===== config.mk =====
export PLATFORM = sky130hd
export DESIGN_NAME = clk_gate_ctrl
export DESIGN_NICKNAME = d
export VERILOG_FILES = /design/src/rtl/clk_gate_ctrl.sv
export SDC_FILE = /design/constraint.sdc
export NUM_CORES = 1
export LEC_CHECK = 0
export BUFFER_PORTS_ARGS = -buffer_cell sky130_fd_sc_hd__clkbuf_2
export CAP_MARGIN = 20
export CORE_ASPECT_RATIO = 1.75
export CORE_MARGIN = 2
export CORE_UTILIZATION = 58
export CTS_CLUSTER_DIAMETER = 60
export DETAILED_ROUTE_END_ITERATION = 6
export PLACE_DENSITY = 0.8
export SLEW_MARGIN = 20
export SYNTH_ARGS = -nofsm -noshare
export SYNTH_HDL_FRONTEND = slang
export SYNTH_SLANG_ARGS = --single-unit

===== constraint.sdc =====
create_clock -name clk -period 2.8 [get_ports clk]
set_clock_uncertainty 0.2 [all_clocks]
set_input_delay 0.56 -clock clk [delete_from_list [all_inputs] [get_ports clk]]
set_output_delay 0.56 -clock clk [all_outputs]
set_load 0.02 [all_outputs]

===== src/rtl/clk_gate_ctrl.sv =====
// Auto clock-gating sequencer driving the enable of a clock gate cell.
// It gates after a programmable idle run and wakes with a fixed settle time before rdy.
module clk_gate_ctrl #(
   parameter int CNT_W    = 8,
   parameter int WAKE_CYC = 2
) (
   input  logic             clk,
   input  logic             rst_n,
   input  logic             cfg_bypass,
   input  logic [CNT_W-1:0] cfg_idle_thr,
   input  logic             busy,
   input  logic             req,
   output logic             gate_en,
   output logic             rdy,
   output logic [CNT_W-1:0] gate_cnt
);

   typedef enum logic [1:0] {
      ST_RUN  = 2'd0,
      ST_OFF  = 2'd1,
      ST_WAKE = 2'd2
   } state_t;

   localparam logic [7:0] WAKE_INIT = 8'(WAKE_CYC);

   state_t           r_state;
   logic [7:0]       r_wake_cnt;
   logic [CNT_W-1:0] r_idle_cnt;
   logic             r_gate_en;
   logic             r_rdy;
   logic [CNT_W-1:0] r_gate_cnt;

   logic             w_activity;
   logic [CNT_W-1:0] w_thr_m1;

   assign w_activity = busy | req;
   // Only used when cfg_idle_thr is nonzero, so the subtraction never wraps.
   assign w_thr_m1   = cfg_idle_thr - CNT_W'(1);

   always_ff @(posedge clk or negedge rst_n) begin
      if (!rst_n) begin
         r_state    <= ST_WAKE;
         r_wake_cnt <= WAKE_INIT;
         r_idle_cnt <= '0;
         r_gate_en  <= 1'b1;
         r_rdy      <= 1'b0;
         r_gate_cnt <= '0;
      end else begin
         case (r_state)
            ST_RUN: begin
               if (w_activity || cfg_bypass || (cfg_idle_thr == '0)) begin
                  r_idle_cnt <= '0;
               end else if (r_idle_cnt >= w_thr_m1) begin
                  r_state    <= ST_OFF;
                  r_gate_en  <= 1'b0;
                  r_rdy      <= 1'b0;
                  r_idle_cnt <= '0;
                  if (r_gate_cnt != '1) begin
                     r_gate_cnt <= r_gate_cnt + CNT_W'(1);
                  end
               end else if (r_idle_cnt != '1) begin
                  r_idle_cnt <= r_idle_cnt + CNT_W'(1);
               end
            end
            ST_OFF: begin
               if (w_activity || cfg_bypass) begin
                  r_state    <= ST_WAKE;
                  r_gate_en  <= 1'b1;
                  r_wake_cnt <= WAKE_INIT;
               end
            end
            ST_WAKE: begin
               // Settle period cannot be aborted; inputs are ignored until RUN.
               if (r_wake_cnt == 8'd1) begin
                  r_state    <= ST_RUN;
                  r_rdy      <= 1'b1;
                  r_idle_cnt <= '0;
               end else begin
                  r_wake_cnt <= r_wake_cnt - 8'd1;
               end
            end
            default: begin
               r_state    <= ST_WAKE;
               r_gate_en  <= 1'b1;
               r_rdy      <= 1'b0;
               r_wake_cnt <= WAKE_INIT;
            end
         endcase
      end
   end

   assign gate_en  = r_gate_en;
   assign rdy      = r_rdy;
   assign gate_cnt = r_gate_cnt;

endmodule


Word-level counts from Yosys, hierarchy flattened
Cells that the tools add are included.
Widths: inputs -> output; s select.
{ "classes": {"bitwise_logic": 5, "n_eq_ne": 11, "n_addsub": 4, "reduce_logical": 11, "order_cmp": 1, "n_mux": 19} }
{ "ops": {"columns": ["operator", "n"], "rows": [
  ["$mux 8", 6],
  ["$pmux 8 s3", 1],
  ["$add 8x1->8 const B", 2],
  ["$ne 8x8->1 const B", 2],
  ["$pmux 8 s2", 1],
  ["$reduce_and 4->1", 4],
  ["$sub 8x1->8 const B", 2],
  ["$ne 2x2->1 const B", 5],
  ["$eq 8x1->1 const B", 1],
  ["$ge 8x8->1", 1],
  ["$logic_not 8->1", 1],
  ["$mux 2", 4],
  ["$pmux 1 s3", 2],
  ["$pmux 2 s3", 1],
  ["$reduce_and 3->1", 2],
  ["$mux 1", 4],
  ["$ne 4x4->1 const B", 1],
  ["$not 1->1", 4],
  ["$eq 2x1->1 const B", 1],
  ["$eq 2x2->1 const B", 1],
  ["$logic_not 2->1", 1],
  ["$logic_or 1x1->1", 2],
  ["$reduce_bool 2->1", 1],
  ["$or 1x1->1", 1]
]} }
{ "totals": {"wordCells": 57, "reg_bits": 28, "inputBits": 13} }

Logic depth before layout (Yosys ltp)
Gate-level depths: netlist of the first run.
{ "depth": {"word_depth": 5, "mapped_depth": 12, "mapped_depth_nobuf": 11} }

Least setup slack after synthesis of the first run
No wires, ideal clock.
{ "synth_path": {"path_kind": "input port to flip-flop", "startpoint": "input cfg_idle_thr[5]", "endpoint": "register r_gate_cnt[6], in the netlist gate_cnt[6]", "setup_slack_ps": -299, "stages": 9, "n_path_buf": 0, "t_arrival_ps": 2773, "required_ps": 2475, "path_cell_list": "or4_4 -> nor4_1 -> xnor2_1 -> ha_1 -> nand2_1 -> o21ai_0 -> a21oi_4 -> nor4_4 -> mux2_4"} }
{ "synth_via": {"elab_chain_len": 4} }
{ "synth_lines": {"columns": ["element", "line", "rtl"], "rows": [
  ["start: declaration", "10", "input logic [CNT_W-1:0] cfg_idle_thr,"],
  ["branches (longest 3 deep; another with $sub 8x1->8)", null, null],
  ["$reduce_and 4->1 (no source line) (*)", null, null],
  ["end signal: assignment", "59", "r_gate_cnt <= r_gate_cnt + CNT_W'(1);"],
  ["end: declaration", "31", "logic [CNT_W-1:0] r_gate_cnt;"]
]} }
Mark *: on every way between the ends.
A chain may end at the register's enable or synchronous reset.

Worst setup path after layout of the first run
{ "layout_path": {"startpoint": "input cfg_idle_thr[5]", "endpoint": "register r_idle_cnt[2]"} }
{ "layout_via": {"elab_chain_len": 5} }
{ "layout_lines": {"columns": ["element", "line", "rtl"], "rows": [
  ["$sub 8x1->8", "38", "assign w_thr_m1 = cfg_idle_thr - CNT_W'(1);"],
  ["$ge 8x8->1", "53", "end else if (r_idle_cnt >= w_thr_m1) begin"],
  ["$mux 8", "53", null],
  ["$mux 8", "51", "if (w_activity || cfg_bypass || (cfg_idle_thr == '0)) begin"],
  ["$pmux 8 s2", "49", "case (r_state)"],
  ["end signal: assignment", "62", "r_idle_cnt <= r_idle_cnt + CNT_W'(1);"],
  ["end: declaration", "28", "logic [CNT_W-1:0] r_idle_cnt;"]
]} }
Parallel ways exist; a longest one is shown, timed or not.

==> qor.csv, run 1 <==
metric;value;unit
Routed Antenna Nets;0;
LEAKAGE;1.04;nW
core box area;3140;µm²
RSZ-0062 raised after global routing;yes;
HPWL Detailed;3.49;mm
Main synth FF type;dfrtp_1;
Seq/Total Area, Yosys;37.2;%
Die Ht;79.6;µm
final net count;268;
critical path's largest stage delay;0.54;ns
P per Cell Area;432;nW/µm²
first-pass GRT wire length;7.52;mm
status;finished with violations;
die area;3760;µm²
DR WL/cell;16.7;µm
Reg2Reg Setup Slack;0.24;ns
crit path to;r_idle_cnt[2]$_DFFE_PN0P_;
Crit. End Element;flip-flop;
GRT overflow;0;
total wire length;4.74;mm
Peak supply drop;0.239;mV
routed via count;1728;
initial antenna violation count;0;
Critical Path AT;2.89;ns
vias in the first global route;1735;
period utilization;104;%
final setup violation count;12;
Synthesis Warnings;0;
FF/Latch Area;704;µm²
Async SR Flop Fraction;100;%
Worst-Margin Slew;0.842;ns
Multi-input gate area;1190;µm²
DR vias/cell;6.11;
R2R depth;9;
Yosys reg bits;28;
Slowest cell on crit path;or4_4;
Max FO, Critical Path;8;
overall power;1.02;mW
CP startpoint;cfg_idle_thr[5];
Startpoint Class;input pin;
post-route cell area;2370;µm²
clk root buf;clkbuf_8;
Final Hold Violating Endpoints;0;
Slew HR;43.4;%
Max clock buf depth;2;
worst setup slack after layout;-0.111;ns
Core Rows;27;
CP Data Required Time;2.78;ns
CTS Hold Bufs;0;
Filler Cell Count;245;
area grow syn2layout;25.2;%
Ant. Diodes;0;
Tmin final;2.91;ns
Sink Count;28;
input/output buffers;22;
Reg2Reg Launch Point;r_idle_cnt[0]$_DFFE_PN0P_;
Max Cap Viol;0;
pin count of the biggest net entering global routing;29;
EDFF count, synth;0;
Core Util, Final;75.5;%
FF-to-FF End;r_idle_cnt[2]$_DFFE_PN0P_;
hold slack;0.112;ns
gr usage total;26.9;%
Post-Syn Instances;192;
Final GP Congestion;0.820;
share of layout cells above drive strength 1;32.1;%
Mapped Nets;219;
HP Class;in -> async;
Mapped Area;1890;µm²
DR iter-0 viols;68;
# IOs;23;
clock-pin slew on the worst setup and hold paths;0.09;ns
Initial Utilization;60.3;%
Synth cell types;49;
critical path class;in -> reg;
number of CTS-inserted buffers;3;
Avg Cell Area, Syn;9.87;µm²
H-tree levels;1;
Remaining DRCs;0;
worst path cell trace;buf_6 > or4_4 > nor4_4 > xnor2_1 > ha_1 > a21oi_1 > o21ai_1 > a21oi_4 > buf_6 > buf_4 > nand4_1 > o211ai_1;
DR pass1 iterations;4;
cell family with most CP delay;simple AND/OR/NAND/NOR gates;
placed instance area;2200;µm²
pre-CTS WS;-0.400;ns
Final Max Slew Viols;0;
clk_lat worst skew;0.28;ns
violated checks;setup timing;
WP depth;12;
Die Wd;47.2;µm
Buffers & Inverters on Critical Path;3;
CTS tree;done;
most used cell, CP;buf_6;
FMAX;0.344;GHz
==> flip-flops by register name, summed over array words and instances, names as in the netlist <==
name,cells
gate_cnt,8
r_state,2
r_idle_cnt,8
gate_en,1
rdy,1
r_wake_cnt,8
==> report_power, final <==
group          switching [mW]  internal (mW)
sequential             0.0681          0.465
combinational           0.148          0.112
clock                   0.127          0.102
==> layout by cell type (no fill, tap or decap), drive strengths merged, types with 4 or more instances in the layout <==
| cell | count |
|---|---|
| o21ai | 7 |
| nand3 | 9 |
| xnor2 | 10 |
| or4 | 4 |
| nand4 | 5 |
| inv | 17 |
| a21oi | 8 |
| o221ai | 4 |
| nor2 | 14 |
| buf | 26 |
| nor4b | 4 |
| nor4 | 5 |
| nand2 | 10 |
| nand2b | 4 |
| dfrtp | 25 |
| clkbuf | 25 |
| ha | 14 |
| or3 | 4 |
| xor2 | 6 |
| nor3 | 9 |
==> timing repair <==
action                     in CTS  in global routing
resized for setup               5                 11
buffers inserted                0                  6
pin swaps                       7                  4
setup endpoints to repair      16                 19
==> worst min path at each step <==
| stage | startpoint | end | slack, ns | depth (start not counted) |
|---|---|---|---|---|
| floorplan | rst_n | gate_cnt[0]$_DFFE_PN0P_ | 0.06 | 0 |
| global placement | gate_cnt[2]$_DFFE_PN0P_ | gate_cnt[2]$_DFFE_PN0P_ | 0.30 | 1 |
| detailed placement | r_wake_cnt[1]$_DFFE_PN1P_ | r_wake_cnt[1]$_DFFE_PN1P_ | 0.30 | 2 |
| CTS | rst_n | r_wake_cnt[7]$_DFFE_PN0P_ | 0.13 | 1 |
| global route | rst_n | r_wake_cnt[4]$_DFFE_PN0P_ | 0.17 | 1 |
| finish | rst_n | r_wake_cnt[7]$_DFFE_PN0P_ | 0.11 | 1 |
==> logic make-up after synthesis <==
family                     synth area share, %
buffers and inverters                     4.49
xor gates and xnor gates                  7.40
adders and majority gates                 9.25
DFF                                       37.2
AOI/OAI and AO/OA                         12.8
muxes                                     3.24
and+or+nand+nor                           25.6
==> cell type report <==
type	instances	area share [%]
sequential	28	29.7
inverter	17	2.69
tap	43	2.27
clock buffer	4	1.90
multi-input combinational	144	50.3
timing repair buffer	47	13.1
==> per-layer routing <==
layer / vias up / global-route usage [%] / share of wire (%)
met5: - / 0 / 0
met4: 0 / 10.3 / 4.0
met3: 21 / 2.71 / 2.6
met2: 53 / 50.5 / 59
met1: 852 / 28.1 / 34
li1: 802 / - / -
==> per-stage QoR <==
| stage | setup TNS, ns | cells |
|---|---|---|
| after floorplan | -1.28 | 192 |
| after global placement | -4.46 | 273 |
| after detailed placement | -6.07 | 273 |
| after CTS | -0.912 | 277 |
| after global routing | -2.90 | 283 |
| final | -0.723 | 283 |
==> cell usage after synthesis (3+ instances only) <==
cell | instances | area [µm²]
or3_1 | 3 | 18.8
nand2b_1 | 4 | 25.0
dfrtp_1 | 25 | 626
xor2_1 | 6 | 52.6
nand2_1 | 10 | 37.5
inv_1 | 17 | 63.8
nand3_1 | 9 | 45.0
o31ai_1 | 3 | 22.5
ha_1 | 14 | 175
dfstp_2 | 3 | 78.8
or4_1 | 3 | 22.5
xnor2_1 | 10 | 87.6
nand4_1 | 5 | 31.3
o21ai_0 | 7 | 35.0
nor2_1 | 14 | 52.6
o221ai_1 | 4 | 35.0
nor3_1 | 8 | 40.0
nand4b_1 | 3 | 26.3
a21oi_1 | 7 | 35.0
Power figures use the tool's default switching activity.
==> inputs of run 2 (changes only) <==
--- a/config.mk
+++ b/config.mk
@@ -5,6 +5,7 @@
 export SDC_FILE = /design/constraint.sdc
 export NUM_CORES = 1
 export LEC_CHECK = 0
+export ABC_AREA = 1
 export BUFFER_PORTS_ARGS = -buffer_cell sky130_fd_sc_hd__clkbuf_2
 export CAP_MARGIN = 20
 export CORE_ASPECT_RATIO = 1.75
@@ -12,7 +13,7 @@
 export CORE_UTILIZATION = 58
 export CTS_CLUSTER_DIAMETER = 60
 export DETAILED_ROUTE_END_ITERATION = 6
-export PLACE_DENSITY = 0.8
+export PLACE_DENSITY = 0.79
 export SLEW_MARGIN = 20
 export SYNTH_ARGS = -nofsm -noshare
 export SYNTH_HDL_FRONTEND = slang
==> run 2 against run 1 <==
Against the previous run: sequential share of layout area up 1.7 points; the flow now finishes without violations; via count rose by 0.58%; critical path depth stayed put; critical endpoint is now r_idle_cnt[6]$_DFFE_PN0P_; critical path type unchanged; register-to-register slack better by 0.51 ns.
==> qor.csv, run 2 <==
metric;value;unit;change
status;finished clean;;was finished with violations
routed via count;1738;;was 1728
critical path class;in -> reg;;unchanged
post-CTS setup buffer count;0;;unchanged
Post-Syn Instances;266;;was 192
DR pass1 iterations;4;;unchanged
Die Wd;48.8;µm;was 47.2 µm
vias in the first global route;1650;;was 1735
CTS Hold Bufs;0;;unchanged
P per Cell Area;329;nW/µm²;was 432 nW/µm²
FF-to-FF End;r_idle_cnt[6]$_DFFE_PN0P_;;was r_idle_cnt[2]$_DFFE_PN0P_
Tmin final;2.51;ns;was 2.91 ns
Die Ht;82.4;µm;was 79.6 µm
period utilization;89.8;%;was 104%
Final Hold Violating Endpoints;0;;unchanged
DR vias/cell;5.16;;was 6.11
Core Rows;28;;was 27
H-tree levels;1;;unchanged
CP Data Required Time;2.82;ns;was 2.78 ns
FMAX;0.398;GHz;was 0.344 GHz
CTS resizes;0;;was 5
first-pass GRT wire length;6.96;mm;was 7.52 mm
most common cell after layout, fill and taps aside;nand2_1;;was dfrtp_1
Peak supply drop;0.358;mV;was 0.239 mV
combinational power share;13.0;%;was 25.5%
HP Class;in -> async;;unchanged
clk_lat worst skew;0.27;ns;was 0.28 ns
Max clock buf depth;2;;unchanged
Yosys reg bits;28;;unchanged
Synth top area share;30.7;%;was 33.0%
CP startpoint;cfg_idle_thr[2];;was cfg_idle_thr[5]
Synth cell types;26;;was 49
TNS Setup;0;ns;was -0.723 ns
DR iter-0 viols;59;;was 68
EDFF count, synth;0;;unchanged
die area;4020;µm²;was 3760 µm²
final net count;320;;was 268
Slew HR;53.1;%;was 43.4%
clock-pin slew on the worst setup and hold paths;0.09;ns;about the same
HPWL Detailed;3.11;mm;was 3.49 mm
Remaining DRCs;0;;unchanged
area grow syn2layout;10.0;%;was 25.2%
R2R depth;10;;was 9
final setup violation count;0;;was 12
Reg power frac;56.6;%;was 52.1%
Pint;0.550;mW;was 0.680 mW
Avg Cell Area, Syn;7.66;µm²;was 9.87 µm²
Critical Path AT;2.53;ns;was 2.89 ns
CTS tree;done;;unchanged
LEAKAGE;1.17;nW;was 1.04 nW
clk root buf;clkbuf_8;;unchanged
Worst-Margin Slew;0.703;ns;was 0.842 ns
Max Cap Viol;0;;unchanged
Ant. Diodes;0;;unchanged
Mapped Area;2040;µm²;was 1890 µm²
pin count of the biggest net entering global routing;29;;unchanged
Startpoint Class;input pin;;unchanged
Reg2Reg Launch Point;r_idle_cnt[3]$_DFFE_PN0P_;;was r_idle_cnt[0]$_DFFE_PN0P_
Filler Cell Count;313;;was 245
gr usage total;22.3;%;was 26.9%
core box area;3360;µm²;was 3140 µm²
Reg2Reg Setup Slack;0.75;ns;was 0.24 ns
Mapped Nets;293;;was 219
overall power;0.737;mW;was 1.02 mW
most frequent cell after synthesis;nand2_1;;was dfrtp_1
total wire length;4.03;mm;was 4.74 mm
Net Sw Frac;25.3;%;was 33.6%
Routed Antenna Nets;0;;unchanged
input/output buffers;22;;unchanged
DR WL/cell;12.0;µm;was 16.7 µm
Sink Count;28;;unchanged
Psw;0.186;mW;was 0.344 mW
initial antenna violation count;0;;unchanged
Synthesis Warnings;0;;unchanged
RSZ-0062 raised after global routing;no;;was yes
share of layout cells above drive strength 1;18.8;%;was 32.1%
ranking of synthesized cells by area;dfrtp_1, nand2_1, ha_1, inv_1, xor2_1;;was dfrtp_1, ha_1, xnor2_1, dfstp_2, inv_1
post-synth top area cell;dfrtp_1;;unchanged
Seq/Total Area, Yosys;34.6;%;was 37.2%
Clk network pwr share;30.4;%;was 22.4%
Max FO, Critical Path;8;;unchanged
Main synth FF type;dfrtp_1;;unchanged
most frequent cells in the layout;nand2_1, inv_1, dfrtp_1;;was dfrtp_1, buf_4, clkbuf_2
Final Max Slew Viols;0;;unchanged
Crit. End Element;flip-flop;;unchanged
Initial Utilization;60.6;%;was 60.3%
Async SR Flop Fraction;100;%;unchanged
GRT overflow;0;;unchanged
Post-synth top cells;nand2_1, inv_1, dfrtp_1;;was dfrtp_1, inv_1, ha_1, nor2_1
Final GP Congestion;0.833;;was 0.820
number of CTS-inserted buffers;3;;unchanged
# IOs;23;;unchanged
[run 2: cell count changes after synthesis, moves of 8 or more]
cell / before / now
nand2_1: 10 / 68
xor2_1: 6 / 15
o21ai_2: 0 / 8
nand3_1: 9 / 21
inv_1: 17 / 39
[run 2: metal layers]
layer,wire length [µm],GRT usage [%]
met5,0,0
met4,58,8.57
met3,68,0.719
met2,2290,47.0
met1,1610,22.6
[run 2: cell type report]
class | count | area, µm² | area share [%]
clock buffer | 4 | 45.0 | 2.01
inverter | 42 | 158 | 7.04
tap | 45 | 56.3 | 2.51
sequential | 28 | 704 | 31.4
timing repair buffer | 24 | 125 | 5.58
multi-input combinational | 194 | 1150 | 51.4
[run 2: worst max path at each step]
| stage | endpoint | slack [ns] |
|---|---|---|
| after floorplan | r_idle_cnt[3]$_DFFE_PN0P_ | 0.35 |
| after global placement | r_idle_cnt[6]$_DFFE_PN0P_ | 0.07 |
| after detailed placement | r_idle_cnt[1]$_DFFE_PN0P_ | -0.005 |
| after CTS | r_idle_cnt[1]$_DFFE_PN0P_ | 0.28 |
| after global routing | r_idle_cnt[6]$_DFFE_PN0P_ | 0.04 |
| final | r_idle_cnt[6]$_DFFE_PN0P_ | 0.29 |
[run 2: cells by family (layout without fill, tap and decap cells)]
| logic type | count (synthesis) | count (layout) | synth area share, % |
|---|---|---|---|
| AOI/OAI and AO/OA | 20 | 20 | 6.94 |
| DFF | 28 | 28 | 34.6 |
| buffers and inverters | 44 | 70 | 8.85 |
| adders and majority gates | 14 | 14 | 8.60 |
| and+or+nand+nor | 140 | 140 | 32.4 |
| xor gates and xnor gates | 20 | 20 | 8.60 |
[run 2: worst max-delay path, stage by stage]
cell	delay (ns)
clkbuf_2	0.11
nor2_1	0.11
nand4_1	0.14
nor3_1	0.22
xnor2_1	0.15
ha_1	0.26
a21o_1	0.16
nor2_1	0.19
nand2_2	0.14
nor2_2	0.27
nand3b_1	0.13
nand2_1	0.08
[run 2: power groups by stage]
stage	Clock (mW)	Combinational [mW]	Sequential [mW]
6_report	0.224	0.0956	0.417
5_1_grt	0.238	0.111	0.418
4_1_cts	0.231	0.0974	0.417
3_5_place_dp	0	0.0967	0.425
3_3_place_gp	0	0.0943	0.425
2_1_floorplan	0	0.0552	0.428
[run 2: stage by stage]
| stage | hold WS (ns) | worst slack (ns) | instances | cell area, µm² | utilization [%] |
|---|---|---|---|---|---|
| after floorplan | 0.0644 | 0.351 | 266 | 2040 | - |
| after global placement | 0.253 | 0.0746 | 333 | 2200 | 65.3 |
| after detailed placement | 0.258 | -0.00456 | 333 | 2200 | 65.3 |
| after CTS | 0.137 | 0.284 | 337 | 2240 | 66.6 |
| after global routing | 0.177 | 0.0363 | 337 | 2240 | 66.6 |
| final | 0.113 | 0.286 | 337 | 2240 | 66.6 |
==> inputs of run 3 (changes only) <==
==> constraint.sdc (replaced) <==
create_clock -name clk -period 2.8 [get_ports clk]
set_clock_uncertainty 0.2 [all_clocks]
set_input_delay 0.28 -clock clk [delete_from_list [all_inputs] [get_ports clk]]
set_output_delay 0.28 -clock clk [all_outputs]
set_load 0.02 [all_outputs]
==> run 3 against run 2 <==
Against the previous run: sequential share of layout area decreased by 0.30 points; final area increased by 0.95%; utilization rose by 0.63 points; maximum frequency grew 7.7%; via count rose by 1.3%; non-clock buffer count down 1; wire length is 1.7% higher.
==> qor.csv, run 3 (same netlist as run 2, synthesis figures left out) <==
metric;value;unit;change
status;finished clean;;unchanged
CTS tree;done;;unchanged
TNS Setup;0;ns;unchanged
Ant. Diodes;0;;unchanged
final setup violation count;0;;unchanged
Hold Startpoint;cfg_bypass;;
Worst-Margin Slew;0.704;ns;was 0.703 ns
Final Hold Violating Endpoints;0;;unchanged
critical path class;in -> reg;;unchanged
DR iter-0 viols;54;;was 59
LEAKAGE;1.18;nW;was 1.17 nW
Tmin final;2.33;ns;was 2.51 ns
DR WL/cell;12.2;µm;was 12.0 µm
worst path cell trace;clkbuf_2 > nor2_1 > nand4_1 > nor3_1 > xnor2_1 > ha_1 > a21o_1 > nor2_1 > nand2_2 > nor2_2 > nand3_1 > nand2_1;;was clkbuf_2 > nor2_1 > nand4_1 > nor3_1 > xnor2_1 > ha_1 > a21o_1 > nor2_1 > nand2_2 > nor2_2 > nand3b_1 > nand2_1
DR vias/cell;5.24;;was 5.16
pre-CTS WS;0.189;ns;was -0.00456 ns
CTS resizes;0;;unchanged
Core Util, Final;67.3;%;was 66.6%
FMAX;0.428;GHz;was 0.398 GHz
Core Rows;28;;unchanged
input/output buffers;22;;unchanged
# IOs;23;;unchanged
Critical Path AT;2.35;ns;was 2.53 ns
Reg2Reg Launch Point;r_idle_cnt[3]$_DFFE_PN0P_;;unchanged
core box area;3360;µm²;unchanged
CP startpoint;cfg_idle_thr[2];;unchanged
overall power;0.832;mW;was 0.737 mW
vias in the first global route;1655;;was 1650
HPWL Detailed;3.17;mm;was 3.11 mm
Max FO, Critical Path;8;;unchanged
clk_lat worst skew;0.28;ns;was 0.27 ns
HP Class;in -> reg;;was in -> async
clock-pin slew on the worst setup and hold paths;0.09;ns;about the same
most used cell, CP;nor2_1;;unchanged
die area;4020;µm²;unchanged
clk root buf;clkbuf_8;;unchanged
initial antenna violation count;0;;unchanged
H-tree levels;1;;unchanged
Max clock buf depth;2;;unchanged
Filler Cell Count;315;;was 313
hold slack;0.266;ns;was 0.113 ns
RSZ-0062 raised after global routing;no;;unchanged
pin count of the biggest net entering global routing;29;;unchanged
critical path's largest stage delay;0.29;ns;was 0.27 ns
Initial Utilization;60.6;%;unchanged
Crit. End Element;flip-flop;;unchanged
Peak supply drop;0.307;mV;was 0.358 mV
routed via count;1761;;was 1738
most common cell after layout, fill and taps aside;nand2_1;;unchanged
gr usage total;22.4;%;was 22.3%
final net count;319;;was 320
DR pass1 iterations;4;;unchanged
cell family with most CP delay;simple AND/OR/NAND/NOR gates;;unchanged
Die Wd;48.8;µm;unchanged
worst setup slack after layout;0.466;ns;was 0.286 ns
CP Data Required Time;2.82;ns;about the same
share of layout cells above drive strength 1;18.6;%;was 18.8%
Remaining DRCs;0;;unchanged
total wire length;4.10;mm;was 4.03 mm
post-CTS setup buffer count;0;;unchanged
Slew HR;53.1;%;about the same
Buffers & Inverters on Critical Path;1;;unchanged
GRT overflow;0;;unchanged
P per Cell Area;368;nW/µm²;was 329 nW/µm²
Routed Antenna Nets;0;;unchanged
Sink Count;28;;unchanged
first-pass GRT wire length;7.07;mm;was 6.96 mm
Final GP Congestion;0.794;;was 0.833
Final Max Slew Viols;0;;unchanged
Die Ht;82.4;µm;unchanged
Max Cap Viol;0;;unchanged
most frequent cells in the layout;nand2_1, inv_1, dfrtp_1;;unchanged
area grow syn2layout;11.1;%;was 10.0%
period utilization;83.4;%;was 89.8%
Slowest cell on crit path;nor2_2;;unchanged
Startpoint Class;input pin;;unchanged
number of CTS-inserted buffers;3;;unchanged
[run 3: metrics by stage]
step	instance area (µm²)	std cells
2_1_floorplan	2040	266
3_3_place_gp	2180	331
3_5_place_dp	2180	331
4_1_cts	2260	336
5_1_grt	2260	336
6_report	2260	336
[run 3: worst reg2reg max path: stages, from the launching register on]
cell and delay [ns]:
dfrtp_1 0.47, ha_1 0.35, nand2_1 0.09, nor2_1 0.05, nor2_1 0.08, nand2_1 0.07, nand2_1 0.11, nand2_2 0.11
nor2_2 0.29, nand3_1 0.13, nand2_1 0.09
[run 3: final cells by class]
class                           instances  area, µm²  share of cell area [%]
Timing Repair Buffer                   23        120                    5.31
Clock inverter                          1       30.0                    1.33
Sequential cell                        28        704                    31.1
Clock buffer                            3       41.3                    1.83
Multi-Input combinational cell        194       1150                    50.9
Tap cell                               45       56.3                    2.49
Inverter                               42        158                    6.97
[run 3: final timing paths]
path	end	slack, ns	depth (start not counted)
setup / recovery	r_idle_cnt[7]$_DFFE_PN0P_	0.47	12
hold / removal	r_state[0]$_DFFE_PN0P_	0.27	6
setup reg to reg	r_idle_cnt[7]$_DFFE_PN0P_	0.73	10
hold reg to reg	gate_en$_DFFE_PN1P_	0.27	2
max in group asynchronous	r_state[0]$_DFFE_PN0P_	1.57	2
min in group asynchronous	gate_cnt[3]$_DFFE_PN0P_	0.37	2
[run 3: per-layer routing]
layer | vias to the layer above | global-route usage [%] | wire length (µm)
li1 | 897 | - | -
met2 | 28 | 44.8 | 2320
met3 | 7 | 1.62 | 83
met4 | 0 | 9.14 | 73
met5 | - | 0 | 0
met1 | 829 | 24.2 | 1630
[run 3: what timing repair did]
item / 4_1_cts / 5_1_grt
setup endpoints to repair: 0 / 0
hold buffers: 1 / 0
hold endpoints to repair: 25 / 0
[run 3: report_power, final]
group	internal (mW)	total (mW)	switching [mW]
logic	0.0353	0.0952	0.0599
registers	0.412	0.417	0.00535
clock network	0.192	0.320	0.128
total	0.639	0.832	0.193
